**src/rtl/alu_issue.sv**
```systemverilog
// alu_issue: two-stage issue/writeback sequencer in front of a combinational ALU.
// S1 holds one decoded instruction and drives the ALU. The ALU answer is
// captured into a 2-entry in-order output queue that the consumer drains.
module alu_issue #(
  parameter int DEPTH = 2
) (
  input  logic        clk,
  input  logic        rst_n,
  input  logic        in_valid,
  output logic        in_ready,
  input  logic [6:0]  in_opcode,
  input  logic [2:0]  in_funct3,
  input  logic        in_funct7b5,
  input  logic [31:0] in_rs1,
  input  logic [31:0] in_rs2,
  input  logic [31:0] in_imm,
  input  logic [4:0]  in_rd,
  output logic [31:0] alu_op1,
  output logic [31:0] alu_op2,
  output logic [3:0]  alu_ctr,
  output logic [4:0]  alu_shamt,
  input  logic [31:0] alu_res,
  input  logic        alu_zero,
  output logic        out_valid,
  input  logic        out_ready,
  output logic [31:0] out_result,
  output logic [4:0]  out_rd,
  output logic        out_wen,
  output logic        out_is_br,
  output logic        out_taken,
  output logic        out_is_mem,
  output logic        out_illegal
);

  localparam logic [3:0] CTR_AND  = 4'b0000;
  localparam logic [3:0] CTR_OR   = 4'b0001;
  localparam logic [3:0] CTR_ADD  = 4'b0010;
  localparam logic [3:0] CTR_SUB  = 4'b0011;
  localparam logic [3:0] CTR_SLT  = 4'b1010;
  localparam logic [3:0] CTR_SHL  = 4'b1000;
  localparam logic [3:0] CTR_SHR  = 4'b1001;

  localparam logic [6:0] OPC_R    = 7'b0110011;
  localparam logic [6:0] OPC_I    = 7'b0010011;
  localparam logic [6:0] OPC_BR   = 7'b1100011;
  localparam logic [6:0] OPC_LD   = 7'b0000011;
  localparam logic [6:0] OPC_ST   = 7'b0100011;

  localparam logic [31:0] SIGN_FLIP = 32'h8000_0000;

  // queue entry: {result, rd, wen, is_br, taken, is_mem, illegal}
  localparam int ENTRY_W = 42;

  // ---------------------------------------------------------------- decode
  logic [3:0]  dec_ctr;
  logic [31:0] dec_op1;
  logic [31:0] dec_op2;
  logic [4:0]  dec_shamt;
  logic        dec_wen;
  logic        dec_is_br;
  logic        dec_br_ne;
  logic        dec_is_mem;
  logic        dec_illegal;
  logic        dec_is_r;
  logic [31:0] dec_src2;
  logic [4:0]  dec_sh_src;
  logic        dec_sh_bad;

  // Translate the incoming instruction into ALU controls and outcome flags.
  always_comb begin
    dec_ctr     = CTR_AND;
    dec_op1     = '0;
    dec_op2     = '0;
    dec_shamt   = '0;
    dec_wen     = 1'b0;
    dec_is_br   = 1'b0;
    dec_br_ne   = 1'b0;
    dec_is_mem  = 1'b0;
    dec_illegal = 1'b0;
    dec_is_r    = (in_opcode == OPC_R);
    dec_src2    = dec_is_r ? in_rs2 : in_imm;
    dec_sh_src  = dec_is_r ? in_rs2[4:0] : in_imm[4:0];
    // R-type shifts require funct7 bit 5 clear, I-type shifts imm[10] clear
    dec_sh_bad  = dec_is_r ? in_funct7b5 : in_imm[10];
    case (in_opcode)
      OPC_R, OPC_I: begin
        dec_op1 = in_rs1;
        dec_op2 = dec_src2;
        dec_wen = (in_rd != 5'd0);
        case (in_funct3)
          3'b000: dec_ctr = (dec_is_r && in_funct7b5) ? CTR_SUB : CTR_ADD;
          3'b111: dec_ctr = CTR_AND;
          3'b110: dec_ctr = CTR_OR;
          3'b010: begin
            // ALU compares unsigned; flipping both sign bits gives a signed compare
            dec_ctr = CTR_SLT;
            dec_op1 = in_rs1 ^ SIGN_FLIP;
            dec_op2 = dec_src2 ^ SIGN_FLIP;
          end
          3'b001, 3'b101: begin
            // the ALU shifts op2, so the shifted value rides on op2
            dec_ctr     = in_funct3[2] ? CTR_SHR : CTR_SHL;
            dec_op1     = '0;
            dec_op2     = in_rs1;
            dec_shamt   = dec_sh_src;
            dec_illegal = dec_sh_bad;
          end
          default: dec_illegal = 1'b1;
        endcase
      end
      OPC_BR: begin
        dec_ctr     = CTR_SUB;
        dec_op1     = in_rs1;
        dec_op2     = in_rs2;
        dec_is_br   = 1'b1;
        dec_br_ne   = in_funct3[0];
        dec_illegal = (in_funct3[2:1] != 2'b00);
      end
      OPC_LD, OPC_ST: begin
        dec_ctr    = CTR_ADD;
        dec_op1    = in_rs1;
        dec_op2    = in_imm;
        dec_is_mem = 1'b1;
        dec_wen    = (in_opcode == OPC_LD) && (in_rd != 5'd0);
      end
      default: dec_illegal = 1'b1;
    endcase
    // illegal entries carry no operation and no side effects
    if (dec_illegal) begin
      dec_ctr    = CTR_AND;
      dec_op1    = '0;
      dec_op2    = '0;
      dec_shamt  = '0;
      dec_wen    = 1'b0;
      dec_is_br  = 1'b0;
      dec_br_ne  = 1'b0;
      dec_is_mem = 1'b0;
    end
  end

  // ---------------------------------------------------------------- control
  logic        s1_valid_reg;
  logic [3:0]  s1_ctr_reg;
  logic [31:0] s1_op1_reg;
  logic [31:0] s1_op2_reg;
  logic [4:0]  s1_shamt_reg;
  logic [4:0]  s1_rd_reg;
  logic        s1_wen_reg;
  logic        s1_is_br_reg;
  logic        s1_br_ne_reg;
  logic        s1_is_mem_reg;
  logic        s1_illegal_reg;

  logic [1:0]  count_reg;
  logic [1:0]  count_next;
  logic        head_reg;
  logic        tail_reg;
  logic [ENTRY_W-1:0] q_mem_reg [DEPTH];

  logic        pop;
  logic        push;
  logic        s1_adv;
  logic        accept;
  logic [31:0] push_result;
  logic        push_taken;
  logic [ENTRY_W-1:0] push_entry;
  logic [ENTRY_W-1:0] head_entry;

  assign out_valid = rst_n && (count_reg != 2'd0);
  assign pop       = out_valid && out_ready;
  // S1 may hand over its entry when a slot is free or is being freed this cycle
  assign s1_adv    = (count_reg < 2'd2) || pop;
  assign push      = s1_valid_reg && s1_adv;
  assign in_ready  = rst_n && (!s1_valid_reg || s1_adv);
  assign accept    = in_valid && in_ready;

  // ALU is driven only from S1; everything idles at zero when S1 is empty
  assign alu_ctr   = (rst_n && s1_valid_reg) ? s1_ctr_reg   : '0;
  assign alu_op1   = (rst_n && s1_valid_reg) ? s1_op1_reg   : '0;
  assign alu_op2   = (rst_n && s1_valid_reg) ? s1_op2_reg   : '0;
  assign alu_shamt = (rst_n && s1_valid_reg) ? s1_shamt_reg : '0;

  // Shape the ALU answer into a write-back record.
  always_comb begin
    push_result = alu_res;
    if (s1_illegal_reg) begin
      push_result = '0;
    end else if (s1_ctr_reg == CTR_SLT) begin
      push_result = {31'd0, alu_res[0]};
    end
    push_taken = s1_is_br_reg && (alu_zero ^ s1_br_ne_reg);
    push_entry = {push_result, s1_rd_reg, s1_wen_reg, s1_is_br_reg,
                  push_taken, s1_is_mem_reg, s1_illegal_reg};
  end

  // S1 register: load on accept, empty when its entry moves into the queue.
  always_ff @(posedge clk) begin
    if (!rst_n) begin
      s1_valid_reg   <= 1'b0;
      s1_ctr_reg     <= '0;
      s1_op1_reg     <= '0;
      s1_op2_reg     <= '0;
      s1_shamt_reg   <= '0;
      s1_rd_reg      <= '0;
      s1_wen_reg     <= 1'b0;
      s1_is_br_reg   <= 1'b0;
      s1_br_ne_reg   <= 1'b0;
      s1_is_mem_reg  <= 1'b0;
      s1_illegal_reg <= 1'b0;
    end else if (accept) begin
      s1_valid_reg   <= 1'b1;
      s1_ctr_reg     <= dec_ctr;
      s1_op1_reg     <= dec_op1;
      s1_op2_reg     <= dec_op2;
      s1_shamt_reg   <= dec_shamt;
      s1_rd_reg      <= in_rd;
      s1_wen_reg     <= dec_wen;
      s1_is_br_reg   <= dec_is_br;
      s1_br_ne_reg   <= dec_br_ne;
      s1_is_mem_reg  <= dec_is_mem;
      s1_illegal_reg <= dec_illegal;
    end else if (s1_adv) begin
      s1_valid_reg   <= 1'b0;
    end
  end

  // Occupancy: a push and pop in the same cycle cancel out.
  always_comb begin
    count_next = count_reg;
    case ({push, pop})
      2'b10:   count_next = count_reg + 2'd1;
      2'b01:   count_next = count_reg - 2'd1;
      default: count_next = count_reg;
    endcase
  end

  // Queue pointers and occupancy register.
  always_ff @(posedge clk) begin
    if (!rst_n) begin
      count_reg <= '0;
      head_reg  <= 1'b0;
      tail_reg  <= 1'b0;
    end else begin
      count_reg <= count_next;
      if (push) tail_reg <= ~tail_reg;
      if (pop)  head_reg <= ~head_reg;
    end
  end

  genvar gi;
  generate
    for (gi = 0; gi < DEPTH; gi++) begin : g_entry
      // Each slot captures the write-back record when the tail points at it.
      always_ff @(posedge clk) begin
        if (!rst_n) begin
          q_mem_reg[gi] <= '0;
        end else if (push && (tail_reg == 1'(gi))) begin
          q_mem_reg[gi] <= push_entry;
        end
      end
    end
  endgenerate

  // Head of queue is presented only while valid; otherwise outputs rest at 0.
  always_comb begin
    head_entry = out_valid ? q_mem_reg[head_reg] : '0;
    {out_result, out_rd, out_wen, out_is_br, out_taken, out_is_mem, out_illegal} = head_entry;
  end

endmodule

```
**config.mk**
```make
export PLATFORM = sky130hd
export DESIGN_NAME = alu_issue
export DESIGN_NICKNAME = d
export VERILOG_FILES = /design/src/rtl/alu_issue.sv
export SDC_FILE = /design/constraint.sdc
export NUM_CORES = 1
export LEC_CHECK = 0
export CORE_ASPECT_RATIO = 0.9
export CORE_MARGIN = 2
export CORE_UTILIZATION = 50
export CTS_BUF_LIST = sky130_fd_sc_hd__clkbuf_4 sky130_fd_sc_hd__clkbuf_8 sky130_fd_sc_hd__clkbuf_16
export CTS_CLUSTER_SIZE = 8
export DETAILED_ROUTE_END_ITERATION = 7
export GPL_ROUTABILITY_DRIVEN = 0
export PLACE_DENSITY = 0.86
export SYNTH_ARGS = -nofsm -noshare
export SYNTH_HDL_FRONTEND = slang
export SYNTH_SLANG_ARGS = --single-unit
```
**constraint.sdc**
```tcl
create_clock -name clk -period 7.6 [get_ports clk]
set_clock_uncertainty 0.15 [all_clocks]
set_input_delay 1.52 -clock clk [delete_from_list [all_inputs] [get_ports clk]]
set_output_delay 1.52 -clock clk [all_outputs]
set_load 0.03 [all_outputs]
```
* Word level (Yosys, flattened, before mapping) *
Memories as Yosys holds them, arrays and structs flattened. A register that Yosys moved wholly into a read port is not among the register bits.
Cells that the tools add are included.
Widths: inputs -> output; s select.

word-level totals
  bits in registers = 88
  memory bits (writable) = 84
  input port bits = 149
  memories kept = 1

cells by class
  add/subtract/negate cells = 2
  order comparisons = 1
  eq/ne operators = 13
  multiplexer cells = 48
  bitwise gates (word level) = 7
  reductions and logical operators = 25

memories
  name       words  width  read ports  clocked after Yosys merged registers in  write ports  RTL line  RTL
  q_mem_reg  2      42     1           1                                        2            158       logic [ENTRY_W-1:0] q_mem_reg [DEPTH];

operators with widths
  operator            number
  $mux 32             7
  $pmux 32 s2         3
  $mux 42             3
  $pmux 32 s3         1
  $mux 5              5
  $mux 1              21
  $pmux 4 s4          1
  $eq 7x6->1 const B  2
  $pmux 4 s3          1
  $logic_and 1x1->1   11
  $eq 3x3->1 const B  3
  $mux 4              2
  $reduce_bool 2->1   4
  $eq 7x2->1 const B  1
  $eq 7x5->1 const B  1
  $eq 7x7->1 const B  1
  $reduce_or 2->1     3
  $reduce_bool 5->1   1
  $eq 4x4->1 const B  1
  $not 1->1           4
  $pmux 1 s2          2
  $pmux 2 s2          1
  $reduce_or 4->1     1
  $eq 3x1->1 const B  1
  other kinds (13)    15

* Logic depth before layout (Yosys ltp) *
  depth in word-level cells = 10
  gate-level depth with buffers = 9
  gate-level depth less buffers = 7

* Least setup slack after synthesis *
OpenSTA, ideal clock, no wires.

  path kind = in2out
  start point = in rst_n
  end point = out alu_op1[10]
  data arrival time = 2.548 ns
  data required time = 5.930 ns
  slack = 3.382 ns
  cell stages on the path = 4
  cell sequence = clkbuf_1 clkbuf_1 clkbuf_1 and3_1

between the ends
  longest elaborated chain between the ends = 2

ends and longest elaborated chain
  item               RTL line  RTL
  from (decl)        8         input logic rst_n,
  $logic_and 1x1->1  179       assign alu_op1 = (rst_n && s1_valid_reg) ? s1_op1_reg : '0;
  $mux 32            179
  to (decl)          18        output logic [31:0] alu_op1,

No other way between the ends.

* Worst setup path in the final report *
  start point = in rst_n
  end point = out out_result[23]

between the ends
  longest elaborated chain between the ends = 2

ends and longest elaborated chain
  item               RTL line  RTL
  $logic_and 1x1->1  169       assign out_valid = rst_n && (count_reg != 2'd0);
  $mux 42            266       head_entry = out_valid ? q_mem_reg[head_reg] : '0;
  to (decl)          26        output logic [31:0] out_result,

No other way between the ends.

==> results.sh <==
export IMPL_crit_type="input pin to output pin"
export IMPL_ys_ff_latch=172
export IMPL_grt_first_pass_wirelength_um=37090
export IMPL_switchingPower_mw=0.5646
export IMPL_area_delta_synth_final_pct=39.72
export IMPL_async_reset_ff_share_pct=0
export IMPL_cp_startpoint="rst_n"
export IMPL_synth_xor_area_share_pct=0.5365
export IMPL_setup_tns_ns=0
export IMPL_routed_wl_um=23590
export IMPL_grt_ovfl_total=0
export IMPL_cts_root_buf="clkbuf_16"
export IMPL_place_inst=1283
export IMPL_clockBufferDepth=2
export IMPL_drtIter0Drc=552
export IMPL_design_area_um2=11400
export IMPL_final_hold_viol_count=0
export IMPL_synth_top_family_by_area="simple AND/OR/NAND/NOR gates"
export IMPL_finalSetupViolations=0
export IMPL_final_core_util_pct=70.94
export IMPL_antenna_found_initial=0
export IMPL_start_kind="input pin"
export IMPL_syn_nets=1032
export IMPL_insertion_delay_ns=0.42
export IMPL_synth_compound_area_share_pct=13.84
export IMPL_pwr_share_clk_pct=39.5
export IMPL_holdBufCountCts=0
export IMPL_outcome="completed"
export IMPL_dieHeight_um=125.2
export IMPL_synth_flop_cell="dfxtp_1"
export IMPL_min_period_over_period_pct=72.45
export IMPL_antenna_left=0
export IMPL_place_area_um2=10820
export IMPL_port_buffers=264
export IMPL_drc=0
export IMPL_cts_buffers=17
export IMPL_syn_inst=882
export IMPL_syn_area_um2=8163
export IMPL_cts_resized=0
export IMPL_grt_pass1_vias=7135
export IMPL_reg2reg_from="s1_valid_reg$_SDFFE_PN0P_"
export IMPL_pin_count=266
export IMPL_maxCapViolations=0
export IMPL_end_kind="output pin"
export IMPL_cts_htree_levels=4
export IMPL_fin_crit_ns=5.506
export IMPL_fp_coreArea_um2=16080
export IMPL_ir_worst_vdd_mv=0.1751
export IMPL_layout_commonest_cell="clkdlybuf4s50_1"
export IMPL_layout_nets=1245
export IMPL_p_leak_nw=4.235
export IMPL_cts_tree="done"
export IMPL_switching_share_pct=26.12
export IMPL_rows=44
export IMPL_clkSinkCount=172
export IMPL_synth_area_per_cell_um2=9.255
export IMPL_initial_core_util_pct=50.78
export IMPL_synth_simple_gate_area_share_pct=21.77
export IMPL_avgRoutedWirePerCell_um=17.94
export IMPL_pre_cts_ws_ns=2.071
export IMPL_hold_class="flip-flop to flip-flop"
export IMPL_grt_usage_pct=26.67
export IMPL_clk_pin_slew_ns=0.07
export IMPL_worstPathArrival_ns=3.84
export IMPL_synth_fa_ha_area_share_pct=0.1533
export IMPL_comb_power_share_pct=13.3
export IMPL_crit_required_ns=5.93
export IMPL_fin_cells=1315
export IMPL_netlist_area_leader_share_pct=30.90
export IMPL_synth_warnings=0
export IMPL_worst_slack_ns=2.094
export IMPL_synth_area_leader_cell="edfxtp_1"
export IMPL_layout_common_cells="263 x clkdlybuf4s50_1, 133 x nor2_1, 126 x nand2_1, 86 x dfxtp_1, 84 x edfxtp_1"
export IMPL_hpwl_um=15480
export IMPL_die_area_um2=17370
export IMPL_p_per_area_nw_per_um2=189.5
export IMPL_yosysSeqAreaShare_pct=52.48
export IMPL_fill_cells=1223
export IMPL_fp_dieW_um=138.7
export IMPL_synth_edf_count=84
export IMPL_n_antenna_cell=0
export IMPL_path_max_fanout=61
export IMPL_drive_gt1_share_pct=4.964
export IMPL_hold_start="s1_op2_reg[26]$_SDFFE_PN0P_"
export IMPL_synth_cell_type_count=45
export IMPL_slew_violations=0
export IMPL_viasPerCell=5.664
export IMPL_synthTopCellsByArea="edfxtp_1 31%, dfxtp_1 22%, nor2_1 6.2%, mux2i_1 6.0%, nand2_1 5.9%"
export IMPL_rsz0062_at_grt="no"
export IMPL_cts_setup_buffers=0
export IMPL_seq_power_share_pct=47.2
export IMPL_tightest_slew_ns=1.228
export IMPL_yosys_mux_area_fraction_pct=6.009
export IMPL_p_int_mw=1.597
export IMPL_grt_max_degree=79
export IMPL_drtPass1Iterations=5
export IMPL_largest_reg_flops=84
export IMPL_fmax_ghz=0.1816
export IMPL_via_count=7448
export IMPL_relSlewSlack_pct=18.13
-- synth_stat cells, types with 8 or more instances --
| cell type | n |
|---|---|
| nor2_1 | 134 |
| nand2_1 | 128 |
| dfxtp_1 | 88 |
| edfxtp_1 | 84 |
| and3_1 | 74 |
| clkbuf_1 | 51 |
| mux2i_1 | 49 |
| o21ai_0 | 41 |
| a21oi_1 | 39 |
| nand3_1 | 37 |
| a221oi_1 | 32 |
| a22o_1 | 32 |
| buf_2 | 14 |
| inv_1 | 12 |
| o21ai_1 | 9 |
| buf_1 | 8 |
-- through the flow --
step / hold WS (ns) / power, mW
after floorplan: 0.2668 / 1.183
after global placement: 0.2747 / 1.321
after detailed placement: 0.2835 / 1.328
after CTS: 0.2978 / 2.166
after global routing: 0.3174 / 2.233
final: 0.2942 / 2.162
-- power by group through the flow --
stage / logic [mW] / registers [mW] / clock network, mW
detailed placement: 0.286 / 1.04 / 0
CTS: 0.288 / 1.02 / 0.858
global route: 0.309 / 1.02 / 0.900
finish: 0.287 / 1.02 / 0.853
floorplan: 0.151 / 1.03 / 0
global placement: 0.282 / 1.04 / 0
-- final timing paths --
check	end	slack [ns]	cells after the start
min reg2reg	s1_op2_reg[26]$_SDFFE_PN0P_	0.29	2
min	s1_op2_reg[26]$_SDFFE_PN0P_	0.29	2
max reg2reg	s1_op1_reg[13]$_SDFFE_PN0P_	3.95	5
max	out_result[23]	2.09	4
-- metal layers --
metal	vias to the layer above	wire, um	GRT usage, %
met5	-	0	0
met4	0	595	9.804
met3	49	2132	8.273
met2	342	11560	45.11
met1	3496	9304	32.32
li1	3561	-	-
-- logic make-up (layout without fill, tap and decap cells) --
logic type	Yosys count	count (layout)
AND/OR/NAND/NOR	393	393
XOR/XNOR	5	5
buffers and inverters	94	320
multiplexers	49	49
flip-flops	172	172
AO/OA/AOI/OAI	167	167
adder cells (fa/ha/maj)	1	1
other	1	1
-- worst max-delay path: stages --
cell and delay [ns]:
buf_2 0.72, o21ai_4 0.51, nor2_1 0.31, clkdlybuf4s50_1 0.75
-- final cells by class --
cell class              instances  area (um2)  share of cell area (%)
clock buffers                  17       425.4                   3.730
inverters                      12       45.04                  0.3950
clock inverters                15       162.7                   1.426
well taps                     207       259.0                   2.271
repair buffers                276        2728                   23.92
multi-input cells             616        3498                   30.67
flip-flops and latches        172        4287                   37.59
No activity file was read; power rests on OpenSTA's default activity.
